===== config.mk =====
export PLATFORM = sky130hd
export DESIGN_NAME = sound_scheduler
export DESIGN_NICKNAME = d
export VERILOG_FILES = /design/src/rtl/sound_scheduler.sv
export SDC_FILE = /design/constraint.sdc
export NUM_CORES = 1
export LEC_CHECK = 0
export ABC_AREA = 1
export CAP_MARGIN = 20
export CORE_UTILIZATION = 25
export CTS_CLUSTER_SIZE = 24
export DETAILED_ROUTE_END_ITERATION = 7
export GPL_TIMING_DRIVEN = 0
export PLACE_DENSITY_LB_ADDON = 0.15
export SLEW_MARGIN = 30
export SYNTH_ARGS = -nofsm -noshare
export SYNTH_HDL_FRONTEND = slang
export SYNTH_SLANG_ARGS = --single-unit

===== constraint.sdc =====
create_clock -name clk -period 3.25 [get_ports clk]
set_input_delay 0.65 -clock clk [delete_from_list [all_inputs] [get_ports clk]]
set_output_delay 0.65 -clock clk [all_outputs]
set_load 0.02 [all_outputs]

===== src/rtl/sound_scheduler.sv =====
// sound_scheduler: arbitrates game sound events and sequences the shared tone generator
//   clk, rst (async, active-low)
//   req_right/req_left/req_speed/req_win : one-cycle event pulses
//   sound_type : tone select (0 A, 1 D, 2 C), sound_en : audio gate
//   busy : not IDLE, ack[3:0] : one-cycle grant pulse {win, speed, left, right}
module sound_scheduler #(
    parameter int unsigned NOTE_CYCLES = 12_500_000,
    parameter int unsigned GAP_CYCLES  = 2_500_000
) (
    input  logic       clk,
    input  logic       rst,
    input  logic       req_right,
    input  logic       req_left,
    input  logic       req_speed,
    input  logic       req_win,
    output logic [1:0] sound_type,
    output logic       sound_en,
    output logic       busy,
    output logic [3:0] ack
);
    localparam logic [23:0] NOTE_LD = 24'(NOTE_CYCLES - 1);
    localparam logic [23:0] GAP_LD  = 24'(GAP_CYCLES - 1);
    localparam logic [1:0]  MELODY [4] = '{2'd2, 2'd0, 2'd1, 2'd2};

    typedef enum logic [1:0] {IDLE, PLAY, GAP} state_t;

    state_t      state, state_n;
    logic [3:0]  pend, pend_n, req, grant;
    logic [23:0] cnt, cnt_n;
    logic [1:0]  idx, idx_n, nxt, type_n;
    logic        last, last_n, mel, mel_n;

    assign req = {req_win, req_speed, req_left, req_right};
    assign nxt = idx + 2'd1;

    always_comb begin
        grant   = '0;
        state_n = state;
        cnt_n   = cnt;
        idx_n   = idx;
        mel_n   = mel;
        type_n  = sound_type;
        if (state == IDLE)
            grant = pend[3] ? 4'b1000 :
                    pend[2] ? 4'b0100 :
                    (pend[1] && pend[0]) ? (last ? 4'b0001 : 4'b0010) :
                    pend[1] ? 4'b0010 :
                    pend[0] ? 4'b0001 : 4'b0000;
        // last: 0 = right served most recently, 1 = left
        last_n = grant[0] ? 1'b0 : grant[1] ? 1'b1 : last;
        case (state)
            IDLE: if (|grant) begin
                state_n = PLAY;
                cnt_n   = NOTE_LD;
                mel_n   = grant[3];
                idx_n   = 2'd0;
                type_n  = grant[3] ? MELODY[0] : grant[2] ? 2'd2 : grant[1] ? 2'd1 : 2'd0;
            end
            PLAY: if (cnt == '0) begin
                state_n = GAP;
                cnt_n   = GAP_LD;
            end else cnt_n = cnt - 24'd1;
            GAP: if (cnt != '0) cnt_n = cnt - 24'd1;
            else if (mel && idx != 2'd3) begin
                state_n = PLAY;
                cnt_n   = NOTE_LD;
                idx_n   = nxt;
                type_n  = MELODY[nxt];
            end else begin
                state_n = IDLE;
                mel_n   = 1'b0;
                idx_n   = 2'd0;
            end
            default: state_n = IDLE;
        endcase
        // a win grant flushes the other requests; while the melody runs every pulse is dropped
        pend_n = (pend & ~grant & (grant[3] ? 4'b1000 : 4'b1111)) | ((mel || grant[3]) ? 4'b0000 : req);
    end

    always_ff @(posedge clk or negedge rst) begin
        if (!rst) begin
            state      <= IDLE;
            pend       <= '0;
            cnt        <= '0;
            idx        <= '0;
            last       <= 1'b0;
            mel        <= 1'b0;
            sound_type <= 2'd0;
            sound_en   <= 1'b0;
            busy       <= 1'b0;
            ack        <= '0;
        end else begin
            state      <= state_n;
            pend       <= pend_n;
            cnt        <= cnt_n;
            idx        <= idx_n;
            last       <= last_n;
            mel        <= mel_n;
            sound_type <= type_n;
            sound_en   <= state_n == PLAY;
            busy       <= state_n != IDLE;
            ack        <= grant;
        end
    end
endmodule

==> impl_metrics.xml, run 1 <==
<?xml version="1.0" encoding="UTF-8"?>
<metrics>
  <group name="cells_and_area">
    <metric name="layout.area.seq" unit="sq mm">0.00105</metric>
    <metric name="multi_input_comb_area" unit="sq mm">0.00149</metric>
    <metric name="fillers" unit="">1198</metric>
    <metric name="drive_gt1_frac" unit="">0.127</metric>
    <metric name="final_nets" unit="">414</metric>
    <metric name="post_layout_nonfiller_instances" unit="">541</metric>
    <metric name="layout-area-overhead-vs-synth" unit="%">13.5</metric>
    <metric name="final_area" unit="sq mm">0.00318</metric>
    <metric name="antenna_cells" unit="">0</metric>
  </group>
  <group name="logic_synthesis">
    <metric name="synthDistinctLibCells" unit="">33</metric>
    <metric name="synth_top_cell_area_share" unit="">0.376</metric>
    <metric name="seq_area_frac_synth" unit="">0.376</metric>
    <metric name="post_synth_edffs" unit="">0</metric>
    <metric name="synth_fa_ha_area_frac" unit="">0.0313</metric>
    <metric name="post_synth_most_frequent_cells" unit="">sky130_fd_sc_hd__nand2_1, sky130_fd_sc_hd__nor2_1, sky130_fd_sc_hd__inv_1, sky130_fd_sc_hd__dfrtp_1, sky130_fd_sc_hd__nand3_1</metric>
    <metric name="asyncSetResetFlopFracSynth" unit="">1.00</metric>
    <metric name="ys_dominant_reg_cell" unit="">sky130_fd_sc_hd__dfrtp_1</metric>
    <metric name="synth_area_leaders" unit="">sky130_fd_sc_hd__dfrtp_1, sky130_fd_sc_hd__nand2_1, sky130_fd_sc_hd__nor2_1, sky130_fd_sc_hd__inv_1, sky130_fd_sc_hd__nand3_1</metric>
    <metric name="postSynthAreaPerCell" unit="sq um">7.35</metric>
    <metric name="synth_xor_xnor_area_share" unit="">0.0282</metric>
    <metric name="mappedNetlistNets" unit="">394</metric>
    <metric name="synth_warnings" unit="">0</metric>
    <metric name="synthDominantAreaCellType" unit="">sky130_fd_sc_hd__dfrtp_1</metric>
    <metric name="synth_mux_area_frac" unit="">0</metric>
    <metric name="main_combinational_cell_family_by_area_after_synthesis" unit="">simple AND/OR/NAND/NOR gates</metric>
    <metric name="synth_compound_area_frac" unit="">0.108</metric>
    <metric name="number_of_synthesized_register_bits" unit="">42</metric>
    <metric name="most_frequently_used_cell_type_in_the_post_synthesis_netlist" unit="">sky130_fd_sc_hd__nand2_1</metric>
    <metric name="syn-instance-count" unit="">381</metric>
    <metric name="synth_simple_gate_area_share" unit="">0.366</metric>
    <metric name="mapped_cell_area" unit="sq mm">0.00280</metric>
  </group>
  <group name="pwr">
    <metric name="switching_power" unit="W">0.000198</metric>
    <metric name="swShare" unit="">0.227</metric>
    <metric name="seq_power_share" unit="">0.598</metric>
    <metric name="intPower" unit="W">0.000675</metric>
    <metric name="p_leak" unit="nW">1.43</metric>
    <metric name="p_clk_frac" unit="">0.384</metric>
    <metric name="power_density" unit="mW/mm^2">275</metric>
    <metric name="combinationalPowerShare" unit="">0.019</metric>
    <metric name="worst_ir_drop_on_vdd" unit="uV">128</metric>
  </group>
  <group name="cts">
    <metric name="cts_made_buffers" unit="">5</metric>
    <metric name="clk_path_buf_depth" unit="">2</metric>
    <metric name="cts_num_sinks" unit="">42</metric>
    <metric name="cts_tree" unit="">built</metric>
    <metric name="clock_tree_root_buffer_cell" unit="">sky130_fd_sc_hd__clkbuf_8</metric>
    <metric name="post_cts_resize_count" unit="">0</metric>
    <metric name="h-tree-depth" unit="">2</metric>
    <metric name="worst_skew_pair.late_latency" unit="ns">0.30</metric>
    <metric name="clk_transition_reported_paths" unit="ns">0.09</metric>
    <metric name="cts.repair_timing.setup_buffer_count" unit="">0</metric>
    <metric name="holdBufCountCts" unit="">0</metric>
  </group>
  <group name="grt">
    <metric name="vias_in_the_first_global_route" unit="">2371</metric>
    <metric name="grt.total_usage" unit="">0.136</metric>
    <metric name="grt_antenna_before_repair" unit="">0</metric>
    <metric name="maximum_number_of_pins_on_one_net_before_global_route_repair" unit="">43</metric>
    <metric name="grt_remaining_overflow" unit="">0</metric>
    <metric name="grt_first_pass_wirelength" unit="mm">12.1</metric>
  </group>
  <group name="timing">
    <metric name="final.period_utilization" unit="">0.686</metric>
    <metric name="setup_violations" unit="">0</metric>
    <metric name="worst_slew_margin_rel" unit="">0.606</metric>
    <metric name="post-route-min-period" unit="ns">2.23</metric>
    <metric name="setup_tns" unit="ns">0</metric>
    <metric name="max_slew.worst_pin.slew" unit="ns">0.591</metric>
    <metric name="grt_setup_unrepaired" unit="">false</metric>
    <metric name="final_hold_fails" unit="">0</metric>
    <metric name="timing.fmax" unit="MHz">448</metric>
    <metric name="worst_clock_skew" unit="ns">0.00931</metric>
    <metric name="slew_violations" unit="">0</metric>
  </group>
  <group name="floorplan">
    <metric name="dieArea" unit="sq mm">0.0116</metric>
    <metric name="die_h" unit="um">108</metric>
    <metric name="ioPinCount" unit="">14</metric>
    <metric name="placeableCoreArea" unit="sq mm">0.0109</metric>
    <metric name="chipWidth" unit="um">108</metric>
    <metric name="floorplan.initialDensity" unit="">0.257</metric>
    <metric name="core.rowCount" unit="">38</metric>
  </group>
  <group name="run">
    <metric name="max_cap_viol_count" unit="">0</metric>
  </group>
  <group name="detailed_routing">
    <metric name="ant_nets" unit="">0</metric>
    <metric name="post_drt_wl_per_cell" unit="um">13.2</metric>
    <metric name="final_routed_wirelength" unit="mm">7.15</metric>
    <metric name="detail_route.vias_per_cell" unit="">4.46</metric>
    <metric name="detail_route.iter0.violations" unit="">112</metric>
    <metric name="route.vias.total" unit="">2412</metric>
    <metric name="drc" unit="">0</metric>
    <metric name="firstDrtPassIters" unit="">4</metric>
  </group>
  <group name="critical_path">
    <metric name="worstSetupEndpointType" unit="">flop</metric>
    <metric name="crit_required" unit="ns">3.44</metric>
    <metric name="worst-setup-path-type" unit="">reg2reg</metric>
    <metric name="startpoint_type" unit="">flop</metric>
    <metric name="worst_ep_arrival_time" unit="ns">2.42</metric>
    <metric name="crit_path_max_fanout" unit="">10</metric>
  </group>
  <group name="place">
    <metric name="placed_cells" unit="">534</metric>
    <metric name="placement.io_buffers" unit="">13</metric>
    <metric name="post_dp_cell_area" unit="sq mm">0.00310</metric>
    <metric name="hpwl_detailed" unit="mm">5.24</metric>
    <metric name="finalWeightedCongestion" unit="">0.778</metric>
  </group>
  <group name="outcome">
    <metric name="status" unit="">complete, no violations</metric>
  </group>
  <group name="min_path">
    <metric name="holdCritPathClass" unit="">in2async</metric>
  </group>
</metrics>
layout make-up:
cell class	count	area share
tap	140	0.0551
inverter	53	0.0634
sequential	42	0.331
multi-input combinational	280	0.470
buffer	6	0.0169
clock buffer	7	0.0240
timing repair buffer	13	0.0402
worst max-delay path, cell delays in order (launching register included):
cell and delay (ns):
sky130_fd_sc_hd__dfrtp_1 0.43, sky130_fd_sc_hd__inv_1 0.10, sky130_fd_sc_hd__ha_1 0.15, sky130_fd_sc_hd__buf_4 0.16
sky130_fd_sc_hd__inv_1 0.14, sky130_fd_sc_hd__nor2_1 0.40, sky130_fd_sc_hd__nand4_4 0.17, sky130_fd_sc_hd__nand3_4 0.18
sky130_fd_sc_hd__inv_4 0.07, sky130_fd_sc_hd__buf_6 0.15, sky130_fd_sc_hd__nor2_1 0.12, sky130_fd_sc_hd__a21oi_2 0.04
cells in the final DEF, fill, tap and decap left out, types with 11 or more instances in the layout:
master / n
sky130_fd_sc_hd__a21oi_2: 16
sky130_fd_sc_hd__nand3_1: 36
sky130_fd_sc_hd__nand2_1: 92
sky130_fd_sc_hd__a21oi_1: 11
sky130_fd_sc_hd__inv_1: 50
sky130_fd_sc_hd__o21ai_0: 14
sky130_fd_sc_hd__dfrtp_1: 42
sky130_fd_sc_hd__nor2_1: 57
sky130_fd_sc_hd__clkdlybuf4s50_1: 12
layer usage:
metal,share of wire,track usage,vias up
met5,0,0,-
met2,0.49,0.239,35
met1,0.48,0.171,1125
li1,-,-,1250
met3,0.029,0.0260,2
met4,0.0041,0.0264,0
per-stage QoR:
step | hold WS [ns] | util | setup slack, ns | power [W]
final | 0.344 | 0.292 | 1.02 | 0.000873
after detailed placement | 0.461 | 0.285 | 1.01 | 0.000550
after global routing | 0.394 | 0.292 | 0.874 | 0.000913
after CTS | 0.375 | 0.292 | 0.993 | 0.000892
after floorplan | 0.354 | - | 1.43 | 0.000533
after global placement | 0.470 | 0.285 | 0.135 | 0.000551
power by group through the flow:
stage	combinational, W	sequential [W]	clock (W)
after global routing	0.0000196	0.000522	0.000372
after detailed placement	0.0000178	0.000532	0
after floorplan	0.00000000132	0.000533	0
after global placement	0.0000180	0.000533	0
final	0.0000163	0.000522	0.000335
after CTS	0.0000178	0.000522	0.000353
worst paths after layout:
check	start	to	slack (ns)	cells after the start
worst min register to register	sound_type[1]	sound_type[1]	0.48	2
max in group asynchronous	rst	pend[1]	2.50	1
worst max-delay path	state[0]	cnt[0]	1.02	11
worst min-delay path	rst	cnt[12]	0.34	1
min in group clk	sound_type[1]	sound_type[1]	0.48	2
worst max register to register	state[0]	cnt[0]	1.02	11
kinds of logic after synthesis:
family	after synthesis
simple gates	217
buf+inv	59
compound gates	47
flops	42
xor+xnor	9
fa+ha+maj	7
state kept, by name (all words and copies together), names as in the netlist:
name and flops:
pend 4, ack 4, idx 2, busy 1, cnt 24, last 1, sound_type 2, mel 1
sound_en 1, state 2
Power figures use the tool's default switching activity.
==> run 2, diff against run 1 <==
clock period = 2.2 ns   (was 3.25 ns; I/O delays follow)
==> impl_metrics.xml, run 2 (synthesis gave the netlist of run 1 again) <==
<?xml version="1.0" encoding="UTF-8"?>
<metrics>
  <group name="outcome">
    <metric name="status" unit="">complete, no violations</metric>
  </group>
  <group name="cells_and_area">
    <metric name="antenna_cells" unit="">0</metric>
    <metric name="largest_register_ff_count" unit="">24</metric>
    <metric name="layout-area-overhead-vs-synth" unit="%">16.3</metric>
    <metric name="reg_top3" unit="">cnt x24, ack x4, pend x4</metric>
    <metric name="drive_gt1_frac" unit="">0.152</metric>
    <metric name="final_core_utilization" unit="">0.299</metric>
    <metric name="fillers" unit="">1193</metric>
    <metric name="layout_common_cells" unit="">sky130_fd_sc_hd__nand2_1, sky130_fd_sc_hd__nor2_1, sky130_fd_sc_hd__inv_1, sky130_fd_sc_hd__dfrtp_1, sky130_fd_sc_hd__nand3_1</metric>
    <metric name="regMostFlops" unit="">cnt</metric>
    <metric name="mostFrequentLayoutCell" unit="">sky130_fd_sc_hd__nand2_1</metric>
    <metric name="final_nets" unit="">421</metric>
    <metric name="post_layout_nonfiller_instances" unit="">548</metric>
  </group>
  <group name="timing">
    <metric name="final_hold_fails" unit="">0</metric>
    <metric name="grt_setup_unrepaired" unit="">false</metric>
    <metric name="timing.fmax" unit="MHz">501</metric>
    <metric name="setup_violations" unit="">0</metric>
    <metric name="final.period_utilization" unit="">0.907</metric>
    <metric name="slew_violations" unit="">0</metric>
    <metric name="worst_slew_margin_rel" unit="">0.607</metric>
    <metric name="max_slew.worst_pin.slew" unit="ns">0.590</metric>
    <metric name="post-route-min-period" unit="ns">2.00</metric>
    <metric name="worst_clock_skew" unit="ns">0.0106</metric>
    <metric name="postLayoutSetupSlackWorst" unit="ns">0.205</metric>
    <metric name="fin_worst_hold_slack" unit="ns">0.135</metric>
  </group>
  <group name="critical_path">
    <metric name="worstSetupEndpointType" unit="">flop</metric>
    <metric name="worst_ep_arrival_time" unit="ns">2.18</metric>
    <metric name="crit_path_max_fanout" unit="">10</metric>
    <metric name="startpoint_type" unit="">flop</metric>
    <metric name="cp.buffers_inverters" unit="">5</metric>
    <metric name="worst-setup-path-type" unit="">reg2reg</metric>
    <metric name="crit_required" unit="ns">2.39</metric>
    <metric name="path_cells" unit="">inv_2 -&gt; ha_1 -&gt; buf_4 -&gt; clkinvlp_4 -&gt; nor2_4 -&gt; nand4_4 -&gt; nand3_4 -&gt; inv_4 -&gt; buf_6 -&gt; nor2_1 -&gt; a21oi_2</metric>
    <metric name="critical-path-slowest-cell" unit="">sky130_fd_sc_hd__dfrtp_1</metric>
    <metric name="max_stage_delay" unit="ns">0.44</metric>
    <metric name="worst_path_dominant_cell_family" unit="">buffers and inverters</metric>
  </group>
  <group name="floorplan">
    <metric name="chipWidth" unit="um">108</metric>
    <metric name="core.rowCount" unit="">38</metric>
    <metric name="placeableCoreArea" unit="sq mm">0.0109</metric>
    <metric name="floorplan.initialDensity" unit="">0.257</metric>
    <metric name="ioPinCount" unit="">14</metric>
    <metric name="dieArea" unit="sq mm">0.0116</metric>
    <metric name="die_h" unit="um">108</metric>
  </group>
  <group name="grt">
    <metric name="grt.total_usage" unit="">0.136</metric>
    <metric name="maximum_number_of_pins_on_one_net_before_global_route_repair" unit="">43</metric>
    <metric name="grt_remaining_overflow" unit="">0</metric>
    <metric name="grt_antenna_before_repair" unit="">0</metric>
    <metric name="vias_in_the_first_global_route" unit="">2371</metric>
    <metric name="grt_first_pass_wirelength" unit="mm">12.1</metric>
  </group>
  <group name="detailed_routing">
    <metric name="final_routed_wirelength" unit="mm">7.15</metric>
    <metric name="post_drt_wl_per_cell" unit="um">13.0</metric>
    <metric name="route.vias.total" unit="">2441</metric>
    <metric name="ant_nets" unit="">0</metric>
    <metric name="firstDrtPassIters" unit="">4</metric>
    <metric name="detail_route.vias_per_cell" unit="">4.45</metric>
    <metric name="detail_route.iter0.violations" unit="">121</metric>
    <metric name="drc" unit="">0</metric>
  </group>
  <group name="cts">
    <metric name="cts_made_buffers" unit="">5</metric>
    <metric name="clock_tree_root_buffer_cell" unit="">sky130_fd_sc_hd__clkbuf_8</metric>
    <metric name="clk_path_buf_depth" unit="">2</metric>
    <metric name="clk_transition_reported_paths" unit="ns">0.09</metric>
    <metric name="h-tree-depth" unit="">2</metric>
    <metric name="cts_num_sinks" unit="">42</metric>
    <metric name="cts_tree" unit="">built</metric>
    <metric name="worst_skew_pair.late_latency" unit="ns">0.30</metric>
  </group>
  <group name="run">
    <metric name="max_cap_viol_count" unit="">0</metric>
  </group>
  <group name="place">
    <metric name="placed_cells" unit="">534</metric>
    <metric name="placement.io_buffers" unit="">13</metric>
    <metric name="dp_worst_setup_slack" unit="ns">-0.0375</metric>
    <metric name="finalWeightedCongestion" unit="">0.778</metric>
    <metric name="hpwl_detailed" unit="mm">5.24</metric>
  </group>
  <group name="min_path">
    <metric name="holdCritPathClass" unit="">in2async</metric>
  </group>
  <group name="pwr">
    <metric name="p_leak" unit="nW">1.46</metric>
    <metric name="worst_ir_drop_on_vdd" unit="uV">189</metric>
    <metric name="power_density" unit="mW/mm^2">396</metric>
    <metric name="total_power_draw" unit="W">0.00129</metric>
  </group>
</metrics>
-- run 2: cell types whose count changed in the layout (fill, tap and decap cells not counted) --
cell / delta
sky130_fd_sc_hd__clkinvlp_4: +1
sky130_fd_sc_hd__nor2_1: -1
sky130_fd_sc_hd__ha_1: -1
sky130_fd_sc_hd__buf_4: +7
sky130_fd_sc_hd__ha_4: +1
sky130_fd_sc_hd__inv_1: -2
sky130_fd_sc_hd__nor2_4: +1
sky130_fd_sc_hd__inv_2: +1
-- run 2: area by class of cell --
| type | instances | area, sq um | share of cell area |
|---|---|---|---|
| plain buffers | 6 | 53.8 | 0.0165 |
| inverters | 53 | 205 | 0.0631 |
| clock buffers | 7 | 76.3 | 0.0235 |
| repair buffers | 20 | 180 | 0.0554 |
| multi-input cells | 280 | 1510 | 0.465 |
| flip-flops and latches | 42 | 1050 | 0.323 |
| well taps | 140 | 175 | 0.0538 |
-- run 2: worst reg2reg max path, delay by kind of cell, from the launching register on --
family / cells / cell delay [ns]
simple gates: 4 / 0.59
flops: 1 / 0.44
compound gates: 1 / 0.04
fa+ha+maj: 1 / 0.15
buf+inv: 5 / 0.67
-- run 2: where the power goes --
group	switching [W]	leakage, nW	internal (W)	total, W
Clock	0.000275	0.0383	0.000219	0.000494
Combinational	0.0000168	0.963	0.00000725	0.0000240
Sequential	0	0.462	0.000771	0.000771
Total	0.000291	1.46	0.000998	0.00129
-- run 2: final timing paths --
check	start	endpoint	slack, ns	cells after the start
worst max-delay path	state[0]	cnt[0]	0.20	11
worst min-delay path	rst	cnt[12]	0.13	1
worst max register to register	state[0]	cnt[0]	0.20	11
worst min register to register	sound_type[1]	sound_type[1]	0.48	2
max in group asynchronous	rst	pend[1]	1.66	1
min in group clk	sound_type[1]	sound_type[1]	0.48	2
-- run 2: what timing repair did --
action / CTS / global route
gates resized for setup: 1 / 5
cloned: 0 / 0
hold buffers: 0 / 0
pin swaps: 0 / 2
buffers inserted: 0 / 7
setup endpoints to repair: 18 / 21
-- run 2: through the flow --
step                setup TNS [ns]  area [sq um]
floorplan                        0          2800
global placement            -29.51          3100
detailed placement          -0.307          3100
CTS                              0          3180
global route                     0          3250
finish                           0          3250
-- run 2: layer usage --
metal / vias up / wire (um) / global-route usage / share of wire
li1: 1268 / - / - / -
met4: 0 / 44 / 0.0264 / 0.0062
met2: 27 / 3480 / 0.239 / 0.49
met3: 4 / 199 / 0.0260 / 0.028
met5: - / 0 / 0 / 0
met1: 1142 / 3420 / 0.171 / 0.48
==> run 3, diff against run 2 <==
clock period = 2.08 ns   (was 2.2 ns; I/O delays follow)
==> impl_metrics.xml, run 3 (synthesis gave the netlist of run 1 again) <==
<?xml version="1.0" encoding="UTF-8"?>
<metrics>
  <group name="timing">
    <metric name="setup_violations" unit="">0</metric>
    <metric name="grt_setup_unrepaired" unit="">false</metric>
    <metric name="worst_clock_skew" unit="ns">0.00883</metric>
    <metric name="fin_worst_hold_slack" unit="ns">0.113</metric>
    <metric name="max_slew.worst_pin.slew" unit="ns">0.591</metric>
    <metric name="slew_violations" unit="">0</metric>
    <metric name="timing.fmax" unit="MHz">514</metric>
    <metric name="worst_slew_margin_rel" unit="">0.606</metric>
    <metric name="final_hold_fails" unit="">0</metric>
    <metric name="post-route-min-period" unit="ns">1.95</metric>
    <metric name="final.period_utilization" unit="">0.935</metric>
  </group>
  <group name="critical_path">
    <metric name="worst_path_dominant_cell_family" unit="">buffers and inverters</metric>
    <metric name="cp.buffers_inverters" unit="">5</metric>
    <metric name="max_stage_delay" unit="ns">0.44</metric>
    <metric name="worstSetupEndpointType" unit="">flop</metric>
    <metric name="path_cells" unit="">inv_2 -&gt; ha_1 -&gt; buf_4 -&gt; clkinvlp_4 -&gt; nor2_4 -&gt; nand4_4 -&gt; nand3_4 -&gt; inv_4 -&gt; buf_6 -&gt; nor2_1 -&gt; a21oi_2</metric>
    <metric name="worst-setup-path-type" unit="">reg2reg</metric>
    <metric name="worstRegToRegCells" unit="">11</metric>
    <metric name="critical-path-slowest-cell" unit="">sky130_fd_sc_hd__dfrtp_2</metric>
    <metric name="r2r_start" unit="">state[0]</metric>
    <metric name="setup.reg_to_reg.worst_slack" unit="ns">0.13</metric>
    <metric name="worst_ep_arrival_time" unit="ns">2.13</metric>
    <metric name="crit_path_max_fanout" unit="">10</metric>
    <metric name="crit_path_start" unit="">state[0]</metric>
    <metric name="crit_required" unit="ns">2.27</metric>
    <metric name="regToRegEndpoint" unit="">cnt[0]</metric>
    <metric name="startpoint_type" unit="">flop</metric>
  </group>
  <group name="cts">
    <metric name="worst_skew_pair.late_latency" unit="ns">0.30</metric>
    <metric name="clk_path_buf_depth" unit="">2</metric>
    <metric name="cts_made_buffers" unit="">5</metric>
    <metric name="cts_tree" unit="">built</metric>
    <metric name="clock_tree_root_buffer_cell" unit="">sky130_fd_sc_hd__clkbuf_8</metric>
    <metric name="clk_transition_reported_paths" unit="ns">0.09</metric>
    <metric name="h-tree-depth" unit="">2</metric>
    <metric name="cts_num_sinks" unit="">42</metric>
  </group>
  <group name="cells_and_area">
    <metric name="multi_input_comb_area" unit="sq mm">0.00152</metric>
    <metric name="largest_register_ff_count" unit="">24</metric>
    <metric name="mostFrequentLayoutCell" unit="">sky130_fd_sc_hd__nand2_1</metric>
    <metric name="layout_common_cells" unit="">sky130_fd_sc_hd__nand2_1, sky130_fd_sc_hd__nor2_1, sky130_fd_sc_hd__inv_1, sky130_fd_sc_hd__dfrtp_1, sky130_fd_sc_hd__nand3_1</metric>
    <metric name="fillers" unit="">1191</metric>
    <metric name="layout-area-overhead-vs-synth" unit="%">16.5</metric>
    <metric name="drive_gt1_frac" unit="">0.162</metric>
    <metric name="post_layout_nonfiller_instances" unit="">548</metric>
    <metric name="layout.area.seq" unit="sq mm">0.00105</metric>
    <metric name="final_nets" unit="">421</metric>
    <metric name="antenna_cells" unit="">0</metric>
    <metric name="regMostFlops" unit="">cnt</metric>
    <metric name="reg_top3" unit="">cnt x24, ack x4, pend x4</metric>
  </group>
  <group name="detailed_routing">
    <metric name="detail_route.iter0.violations" unit="">104</metric>
    <metric name="route.vias.total" unit="">2431</metric>
    <metric name="drc" unit="">0</metric>
    <metric name="firstDrtPassIters" unit="">4</metric>
    <metric name="ant_nets" unit="">0</metric>
    <metric name="detail_route.vias_per_cell" unit="">4.44</metric>
    <metric name="final_routed_wirelength" unit="mm">7.17</metric>
    <metric name="post_drt_wl_per_cell" unit="um">13.1</metric>
  </group>
  <group name="floorplan">
    <metric name="die_h" unit="um">108</metric>
    <metric name="ioPinCount" unit="">14</metric>
    <metric name="dieArea" unit="sq mm">0.0116</metric>
    <metric name="placeableCoreArea" unit="sq mm">0.0109</metric>
    <metric name="chipWidth" unit="um">108</metric>
    <metric name="floorplan.initialDensity" unit="">0.257</metric>
    <metric name="core.rowCount" unit="">38</metric>
  </group>
  <group name="grt">
    <metric name="grt_remaining_overflow" unit="">0</metric>
    <metric name="grt.total_usage" unit="">0.136</metric>
    <metric name="grt_first_pass_wirelength" unit="mm">12.2</metric>
    <metric name="maximum_number_of_pins_on_one_net_before_global_route_repair" unit="">43</metric>
    <metric name="vias_in_the_first_global_route" unit="">2385</metric>
    <metric name="grt_antenna_before_repair" unit="">0</metric>
  </group>
  <group name="pwr">
    <metric name="power_density" unit="mW/mm^2">417</metric>
    <metric name="p_leak" unit="nW">1.47</metric>
    <metric name="worst_ir_drop_on_vdd" unit="uV">200</metric>
    <metric name="total_power_draw" unit="W">0.00136</metric>
  </group>
  <group name="place">
    <metric name="finalWeightedCongestion" unit="">0.778</metric>
    <metric name="placement.io_buffers" unit="">13</metric>
    <metric name="hpwl_detailed" unit="mm">5.24</metric>
    <metric name="placed_cells" unit="">534</metric>
  </group>
  <group name="outcome">
    <metric name="status" unit="">complete, no violations</metric>
  </group>
  <group name="run">
    <metric name="max_cap_viol_count" unit="">0</metric>
  </group>
  <group name="min_path">
    <metric name="holdCritPathClass" unit="">in2async</metric>
  </group>
</metrics>
-- run 3: cell count changes in the layout (fill, tap and decap cells not counted) --
| cell | previous run | this run |
|---|---|---|
| sky130_fd_sc_hd__nand2_1 | 92 | 90 |
| sky130_fd_sc_hd__inv_2 | 2 | 3 |
| sky130_fd_sc_hd__dfrtp_1 | 42 | 41 |
| sky130_fd_sc_hd__inv_1 | 48 | 47 |
| sky130_fd_sc_hd__dfrtp_2 | 0 | 1 |
| sky130_fd_sc_hd__nand2_2 | 3 | 5 |
-- run 3: through the flow --
stage          utilization  setup TNS [ns]  setup slack (ns)  area, sq um
2_1_floorplan            -               0             0.257         2800
4_1_cts              0.295       -0.000741         -0.000741         3210
5_1_grt              0.299               0            0.0114         3260
6_report             0.299               0             0.135         3260
3_5_place_dp         0.285           -2.56            -0.157         3100
3_3_place_gp         0.285          -35.66            -0.801         3100
-- run 3: worst reg2reg max path: cells and delay by family, from the launching register on --
family	cells	cell delay [ns]
buf+inv	5	0.64
simple gates	4	0.56
flops	1	0.44
fa+ha+maj	1	0.15
compound gates	1	0.04
-- run 3: layout make-up --
cell class / instances / area share
Multi-Input combinational cell: 280 / 0.465
Sequential cell: 42 / 0.323
Inverter: 53 / 0.0629
Timing Repair Buffer: 20 / 0.0553
Tap cell: 140 / 0.0537
Clock buffer: 7 / 0.0234
Buffer: 6 / 0.0165
-- run 3: metal layers --
layer | global-route usage | wire (um)
met4 | 0.0264 | 47
met5 | 0 | 0
met3 | 0.0260 | 207
met1 | 0.173 | 3410
met2 | 0.240 | 3510
-- run 3: worst max-delay path by stage --
stage,end,slack [ns],depth (start not counted)
after floorplan,cnt[15],0.26,11
after global placement,ack[0],-0.80,1
after detailed placement,cnt[0],-0.16,11
after CTS,cnt[2],-0.0007,10
after global routing,sound_type[1],0.01,13
final,cnt[0],0.13,11
-- run 3: power breakdown --
group	switching, W	internal (W)
Sequential	0	0.000816
Clock	0.000288	0.000232
Combinational	0.0000178	0.00000767
Total	0.000305	0.00106
-- run 3: timing repair --
item,in CTS,in global routing
setup endpoints to repair,24,27
resized for setup,3,7
pin swaps,1,1
setup buffers,3,4
hold buffers,0,0
